## src/rtl/freq_gen_pkg.sv

```systemverilog
// Shared constants and divider state encoding for the programmable square-wave generator.
package freq_gen_pkg;

    localparam int unsigned CLK_HZ_DEFAULT = 50_000_000;
    localparam int unsigned W_DEFAULT      = 32;
    localparam int unsigned MAX_FREQ       = CLK_HZ_DEFAULT / 2;

    typedef enum logic [1:0] {
        ST_IDLE = 2'd0,
        ST_DIV  = 2'd1,
        ST_DONE = 2'd2
    } div_state_e;

endpackage

```

## src/rtl/freq_gen_div.sv

```systemverilog
// Restoring divider, one quotient bit per clock; quotient is held stable while done is high.
//   state   | meaning
//   ST_IDLE | waiting for start
//   ST_DIV  | W shift/subtract steps, MSB of dividend first
//   ST_DONE | quotient valid for one cycle
module freq_gen_div
    import freq_gen_pkg::*;
#(
    parameter int unsigned W = W_DEFAULT
) (
    input  logic         clk,
    input  logic         rst,
    input  logic         start,
    input  logic [W-1:0] dividend,
    input  logic [W:0]   divisor,
    output logic         busy,
    output logic         done,
    output logic [W-1:0] quotient
);

    localparam int unsigned   CW        = $clog2(W + 1);
    localparam logic [CW-1:0] LAST_STEP = CW'(W - 1);

    div_state_e    state_q, state_d;
    logic [CW-1:0] step_q, step_d;
    logic [W:0]    rem_q, rem_d;
    logic [W-1:0]  quo_q, quo_d;
    logic [W:0]    dvs_q, dvs_d;
    logic [W+1:0]  rem_shift;
    logic          rem_ge;

    always_comb begin
        rem_shift = {rem_q, quo_q[W-1]};
        rem_ge    = rem_shift >= {1'b0, dvs_q};
        state_d   = state_q;
        step_d    = step_q;
        rem_d     = rem_q;
        quo_d     = quo_q;
        dvs_d     = dvs_q;
        case (state_q)
            ST_IDLE: begin
                if (start) begin
                    state_d = ST_DIV;
                    step_d  = LAST_STEP;
                    rem_d   = '0;
                    quo_d   = dividend;
                    dvs_d   = divisor;
                end
            end
            ST_DIV: begin
                // Remainder stays below the divisor, so W+1 bits always hold it.
                rem_d  = rem_ge ? (W + 1)'(rem_shift - {1'b0, dvs_q}) : rem_shift[W:0];
                quo_d  = {quo_q[W-2:0], rem_ge};
                step_d = step_q - CW'(1);
                if (step_q == '0) begin
                    state_d = ST_DONE;
                end
            end
            ST_DONE: state_d = ST_IDLE;
            default: state_d = ST_IDLE;
        endcase
    end

    always_ff @(posedge clk or posedge rst) begin
        if (rst) begin
            state_q <= ST_IDLE;
            step_q  <= '0;
            rem_q   <= '0;
            quo_q   <= '0;
            dvs_q   <= '0;
        end else begin
            state_q <= state_d;
            step_q  <= step_d;
            rem_q   <= rem_d;
            quo_q   <= quo_d;
            dvs_q   <= dvs_d;
        end
    end

    assign busy     = (state_q != ST_IDLE);
    assign done     = (state_q == ST_DONE);
    assign quotient = quo_q;

endmodule

```

## src/rtl/freq_gen.sv

```systemverilog
// Programmable 50% duty square-wave generator; the half-period comes from CLK_HZ / (2*freq_hz)
// and a new value only takes over at a toggle boundary so no runt pulses appear.
module freq_gen
    import freq_gen_pkg::*;
#(
    parameter int unsigned CLK_HZ = CLK_HZ_DEFAULT,
    parameter int unsigned W      = W_DEFAULT
) (
    input  logic         clk,
    input  logic         rst,
    input  logic [W-1:0] freq_hz,
    input  logic         freq_load,
    input  logic         enable,
    output logic         fm_out,
    output logic         busy,
    output logic         freq_err,
    output logic [W-1:0] half_period
);

    localparam logic [W-1:0] MAX_F    = W'(CLK_HZ / 2);
    localparam logic [W-1:0] DIVIDEND = W'(CLK_HZ);

    logic         accept, range_bad, div_start, div_busy, div_done;
    logic [W-1:0] div_q;
    logic         freq_err_q, freq_err_d;
    logic         pending_q, pending_d;
    logic [W-1:0] shadow_q, shadow_d;
    logic [W-1:0] hp_q, hp_d;
    logic [W-1:0] hcnt_q, hcnt_d;
    logic         fm_q, fm_d;
    logic         pend_eff, apply;
    logic [W-1:0] shadow_eff;

    // f > floor(CLK_HZ/2) is the same test as 2*f > CLK_HZ without needing a wider compare.
    assign accept    = freq_load & ~div_busy;
    assign range_bad = (freq_hz == '0) || (freq_hz > MAX_F);
    assign div_start = accept & ~range_bad;

    freq_gen_div #(.W(W)) u_div (
        .clk      (clk),
        .rst      (rst),
        .start    (div_start),
        .dividend (DIVIDEND),
        .divisor  ({freq_hz, 1'b0}),
        .busy     (div_busy),
        .done     (div_done),
        .quotient (div_q)
    );

    always_comb begin
        freq_err_d = freq_err_q;
        if (accept) begin
            freq_err_d = range_bad;
        end
        // A result finishing on a toggle edge is used at that very toggle.
        pend_eff   = pending_q | div_done;
        shadow_eff = div_done ? div_q : shadow_q;
        shadow_d   = shadow_eff;
        apply      = 1'b0;
        fm_d       = fm_q;
        hcnt_d     = hcnt_q;
        hp_d       = hp_q;
        if (!enable || (hp_q == '0)) begin
            fm_d   = 1'b0;
            hcnt_d = '0;
            apply  = pend_eff;
        end else if (hcnt_q == hp_q - W'(1)) begin
            fm_d   = ~fm_q;
            hcnt_d = '0;
            apply  = pend_eff;
        end else begin
            hcnt_d = hcnt_q + W'(1);
        end
        if (apply) begin
            hp_d = shadow_eff;
        end
        pending_d = pend_eff & ~apply;
    end

    always_ff @(posedge clk or posedge rst) begin
        if (rst) begin
            freq_err_q <= 1'b0;
            pending_q  <= 1'b0;
            shadow_q   <= '0;
            hp_q       <= '0;
            hcnt_q     <= '0;
            fm_q       <= 1'b0;
        end else begin
            freq_err_q <= freq_err_d;
            pending_q  <= pending_d;
            shadow_q   <= shadow_d;
            hp_q       <= hp_d;
            hcnt_q     <= hcnt_d;
            fm_q       <= fm_d;
        end
    end

    assign fm_out      = fm_q;
    assign busy        = div_busy;
    assign freq_err    = freq_err_q;
    assign half_period = hp_q;

endmodule
```

## config.mk

```make
export PLATFORM = sky130hd
export DESIGN_NAME = freq_gen
export DESIGN_NICKNAME = d
export VERILOG_FILES = /design/src/rtl/freq_gen_pkg.sv /design/src/rtl/freq_gen_div.sv /design/src/rtl/freq_gen.sv
export SDC_FILE = /design/constraint.sdc
export NUM_CORES = 1
export LEC_CHECK = 0
export ABC_AREA = 1
export CAP_MARGIN = 20
export CORE_ASPECT_RATIO = 1.1
export CORE_MARGIN = 2
export CORE_UTILIZATION = 50
export DETAILED_ROUTE_END_ITERATION = 8
export PLACE_DENSITY = 0.69
export SLEW_MARGIN = 20
export SYNTH_ARGS = -nofsm -noshare
export SYNTH_HDL_FRONTEND = slang
export SYNTH_SLANG_ARGS = --single-unit
```

## constraint.sdc

```tcl
create_clock -name clk -period 8.97 [get_ports clk]
set_input_delay 2.691 -clock clk [delete_from_list [all_inputs] [get_ports clk]]
set_output_delay 2.691 -clock clk [all_outputs]
set_load 0.05 [all_outputs]
```

# After elaboration in Yosys (flattened, before gate mapping)
# Cells that the tools add are included.
[classes] n_lt_le_gt_ge=2 n_eq_ne=5 div_mod_pow=0 shift=0 bitwise_logic=8 muxes=17 n_reduce_logical=13 add_sub_neg=4 mul=0
[ops] cell="32-bit two-way mux" n=4
[ops] cell="33-bit two-way mux" n=2
[ops] cell="33-bit case mux with 2 select lines" n=1
[ops] cell="32-bit logical NOT" n=2
[ops] cell="32-bit case mux with 2 select lines" n=1
[ops] cell="34-bit by 33-bit greater-or-equal comparator with 1-bit output" n=1
[ops] cell="33-bit subtractor" n=1
[ops] cell="32-bit by 1-bit adder with 32-bit output (second input constant)" n=1
[ops] cell="32-bit equality test" n=1
[ops] cell="32-bit by 25-bit > comparator with 1-bit output (second input constant)" n=1
[ops] cell="32-bit by 1-bit subtractor with 32-bit output (second input constant)" n=1
[ops] cell="6-bit case mux with 2 select lines" n=1
[ops] cell="6-bit logical NOT" n=1
[ops] cell="6-bit two-way mux" n=1
[ops] cell="2-bit AND reduction" n=3
[ops] cell="2-bit nonzero test" n=3
[ops] cell="6-bit by 1-bit subtractor with 6-bit output (second input constant)" n=1
[ops] cell="1-bit two-way mux" n=4
[ops] cell="2-bit two-way mux" n=2
[ops] cell="1-bit inverter" n=4
[ops] cell="2-bit case mux with 2 select lines" n=1
[ops] cell="1-bit bitwise AND" n=3
[ops] cell="2-bit by 1-bit equality test with 1-bit output (second input constant)" n=1
[ops] cell="2-bit equality test (second input constant)" n=1
[ops] cell="other kinds (6)" n=7
[totals] latch_bits=0 mem_bits_rw=0 register_bits=204 output_inout_bits=35 input_bits=36 mem_count=0 word_cells=60 rom_bits=0

# Depth between registers and ports, before layout
[logic_depth] depth_word=6 ltp_mapped=20 ltp_nobuf=19

# By module
# From an unflattened synthesis, not the netlist that was laid out.
[unflattened] hier_cells=1995 area_unflattened_um2=13432.9
[by_module_without_submodules] mod="freq_gen_div" cells_per_inst=1141 instances=1 seq_area_each_um2=2652.5 area_each_um2=7508.5
[by_module_without_submodules] mod="freq_gen" cells_per_inst=854 instances=1 seq_area_each_um2=2477.4 area_each_um2=5924.4

# Worst setup path before layout
# OpenSTA, ideal clock, no wires.
[synth_timing] path_kind="input -> register" from="input port freq_hz[23]" to="register u_div.quo_q[12], in the netlist u_div.quotient[12]" path_buffers=2 stages=10 setup_slack_ns=4.706 t_arrival_ns=4.123 required_ns=8.829 cell_sequence="inv_2 nand4_1 nor4_1 nand2_1 o21ai_0 o311ai_1 nand2_1 buf_2 clkbuf_1 a31oi_1"
[synth_between] elab_chain_cells=6 word_cells_on_any_way=7
[synth_rtl] item="from (decl)" line="freq_gen.sv:11" rtl="input logic [W-1:0] freq_hz,"
[synth_rtl] item="32-bit by 25-bit > comparator with 1-bit output / 32-bit logical NOT (equally long branches)" line="freq_gen.sv:36" rtl="assign range_bad = (freq_hz == '0) || (freq_hz > MAX_F);"
[synth_rtl] item="1-bit logical OR *" line="freq_gen.sv:36"
[synth_rtl] item="1-bit inverter *" line="freq_gen.sv:37" rtl="assign div_start = accept & ~range_bad;"
[synth_rtl] item="1-bit bitwise AND *" line="freq_gen.sv:37"
[synth_rtl] item="2-bit != test (no line) *"
[synth_rtl] item="2-bit AND reduction (no line) *"
[synth_rtl] item="to (signal assigned)" line="freq_gen_div.sv:75" rtl="quo_q <= quo_d;"
[synth_rtl] item="to (decl)" line="freq_gen_div.sv:27" rtl="logic [W-1:0] quo_q, quo_d;"
# Every way passes the cells marked *; elsewhere a longest branch is shown, timed or not.
# A chain may end at the register's enable or synchronous reset.

# Worst setup path in the final report
[layout_timing] from="input port freq_hz[21]" to="register u_div.quo_q[0], in the netlist u_div.quotient[0]"
# Same word-level chain as after synthesis.

==> reports/metrics.csv <==
metric;value;unit
synth.area.top_cells;dfrtp_1, nand2_1, nand3_1;
layout-drive-gt1-share;0.05356;
critical_path.startpoint_type;input pin;
post_drt_antenna_nets;0;
cts-buffers-inserted;23;
synth.net_count;1763;
cts.repair_timing.setup_buffer_count;0;
holdWs;484.2;ps
netlist.top_cell.by_area;dfrtp_1;
global_route_wire_length_before_repair;52.84;mm
clock-sinks;204;
cts_root_buffer;clkbuf_16;
ys_types;43;
fillerInstances;2341;
initial_core_util;0.5081;
power_density;132.9;nW/um^2
synth_top_cell_area_share;0.4118;
dr.max_layer_used;met4;
critical_path.cell_chain;clkdlybuf4s50_1, nand4_1, nor4_1, nand2_1, o21ai_0, o311ai_1, nand2_2, buf_4, nand2_1, o21ai_0;
crit_path_start;freq_hz[21];
number_of_global_route_vias_before_repair;10630;
post-route-period-util;0.5817;
critPathRequiredTime;9370;ps
remaining_max_slew_budget_at_the_tightest_pin;0.3428;
critical_path_arrival;5620;ps
postSynthAreaPerCell;7.335;sq um
worstSetupEndpointType;register;
run_status;finished, final reports clean;
holdCritPathClass;register to register;
reg2reg_from;half_period[0];
synth-seq-cells;204;
synth-warning-count;0;
clock.fmax;191.7;MHz
drt_first_pass_iters;5;
routed-wl-met3;1.216;mm
cts_hold_repair.buffers;0;
cpMaxStageDelayCell;nand2_1;
htree_levels;1;
timing.hold.worst_path_depth;2;
drt-initial-drc-count;638;
most_frequent_standard_cell_in_the_layout_excluding_fill_and_tap_cells;nand2_1;
worstHoldStart;u_div.quotient[17];
critical_path_peak_fanout;29;
layout.cells.most_common_list;nand2_1, dfrtp_1, inv_1;
edff_count_synth;0;
hold_violations;0;
whs_endpoint;u_div.quotient[18];
met2_length;15.67;mm
routed_via_density;5.246;
die_h;169.1;microns
global_route.usage.total;0.2468;
io_buffer_count;70;
tritoncts;built;
mappedNetlistArea;12400;sq um
met1_length;13.39;mm
slowest_delay;580;ps
grt_max_degree;139;
gp_congestion;0.9043;
die_width;154.1;microns
final.setup.tns;0;ps
design.final.nets;1813;
core-area;24400;sq um
place_hpwl;22.97;mm
finalSetupViolCount;0;
max-cap-violations;0;
synth.yosys.seq_area_share;0.4118;
worstSetupPathType;input pin to register;
crit-reg2reg-capture;half_period[7];
io_pins;71;
diodes;0;
routed-via-count;10830;
area.growth.synth_to_final;13.09;%
clock_skews;8.371;ps
cts.repair.resized;0;
leakagePower;6.852;nW
drc_errors_left;0;
num_rows;60;
period_minus_slack;5217;ps
synth_async_sr_flop_share;1.000;
clk_transition_reported_paths;60;ps
reg2reg_setup_slack;5520;ps
clock_latency;510;ps
detail_route.wirelength;31.33;mm
max-vdd-ir-drop;120.5;uV
syn_inst;1690;
overflow;0;
worst-r2r-cell-count;17;
die_area;26070;sq um
ctsLongestPathBuffers;3;
slew_viol_final;0;
rsz0062_at_grt;no;
worst-slew-pin-transition;985.8;ps
synth_ff_type;dfrtp_1;
routed_wire_per_std_cell;15.17;microns
grt_antenna_before_repair;0;
-- logic make-up after synthesis --
logic type      Yosys count  share of synthesized area
fa+ha+maj                37                    0.03795
simple gates            929                     0.3321
compound gates          204                    0.08831
xor+xnor                 67                    0.04845
buf+inv                 249                    0.08145
flops                   204                     0.4118
-- critical path, delay by kind of cell --
family          cells  cell delay (ps)
simple gates        5             1380
compound gates      3              710
buf+inv             2              810
-- cell type report --
type	instances	area, sq um	area share
clock buffer	30	621.8	0.04436
clock inverter	10	97.59	0.006961
inverter	195	740.7	0.05283
multi-input combinational	1237	6299	0.4493
sequential	204	5105	0.3641
tap	310	387.9	0.02767
timing repair buffer	79	768.2	0.05480
-- layer usage --
layer / track usage / up-vias
li1: - / 5527
met1: 0.3083 / 5005
met2: 0.4447 / 229
met3: 0.02835 / 72
met4: 0.08452 / 0
met5: 0 / -
-- report_power, final --
part	total [mW]	internal (mW)	leakage, nW	switching (mW)
Clock	0.900	0.521	0.349	0.378
Combinational	0.0435	0.0158	3.88	0.0277
Sequential	0.920	0.920	2.62	0
Total	1.86	1.46	6.85	0.406
-- state kept, by name, summed over array words and instances (netlist names), 2 cells and up --
| register | cells |
|---|---|
| u_div.state_q | 2 |
| u_div.dvs_q | 32 |
| u_div.rem_q | 33 |
| u_div.quotient | 32 |
| shadow_q | 32 |
| hcnt_q | 32 |
| half_period | 32 |
| u_div.step_q | 6 |
-- how the worst max path moves through the flow --
stage,cells after the start,endpoint,slack (ps)
global placement,10,u_div.step_q[2],3270
CTS,10,u_div.quotient[0],3690
detailed placement,10,u_div.quotient[0],3160
finish,10,u_div.quotient[0],3750
global route,10,u_div.quotient[31],3400
floorplan,1,fm_out,710
-- cells in the mapped netlist (28+ instances only) --
master    count
nand3_1     147
ha_1         36
nand2_1     467
nor2_1      180
inv_1       188
a21oi_1      55
clkbuf_1     30
nand3b_1     38
o21ai_0     109
xnor2_1      28
dfrtp_1     204
xor2_1       38
-- per-stage QoR --
| stage | area, sq um | utilization | cells | power (mW) | worst slack, ps |
|---|---|---|---|---|---|
| 3_5_place_dp | 13300 | 0.5451 | 2025 | 0.9825 | 3162 |
| 6_report | 14020 | 0.5746 | 2065 | 1.863 | 3753 |
| 2_1_floorplan | 12400 | - | 1690 | 0.9560 | 711.6 |
| 3_3_place_gp | 13300 | 0.5450 | 2025 | 0.9824 | 3268 |
| 4_1_cts | 14020 | 0.5746 | 2065 | 1.890 | 3694 |
| 5_1_grt | 14020 | 0.5746 | 2065 | 1.933 | 3400 |
(Power assumes the default switching activity.)
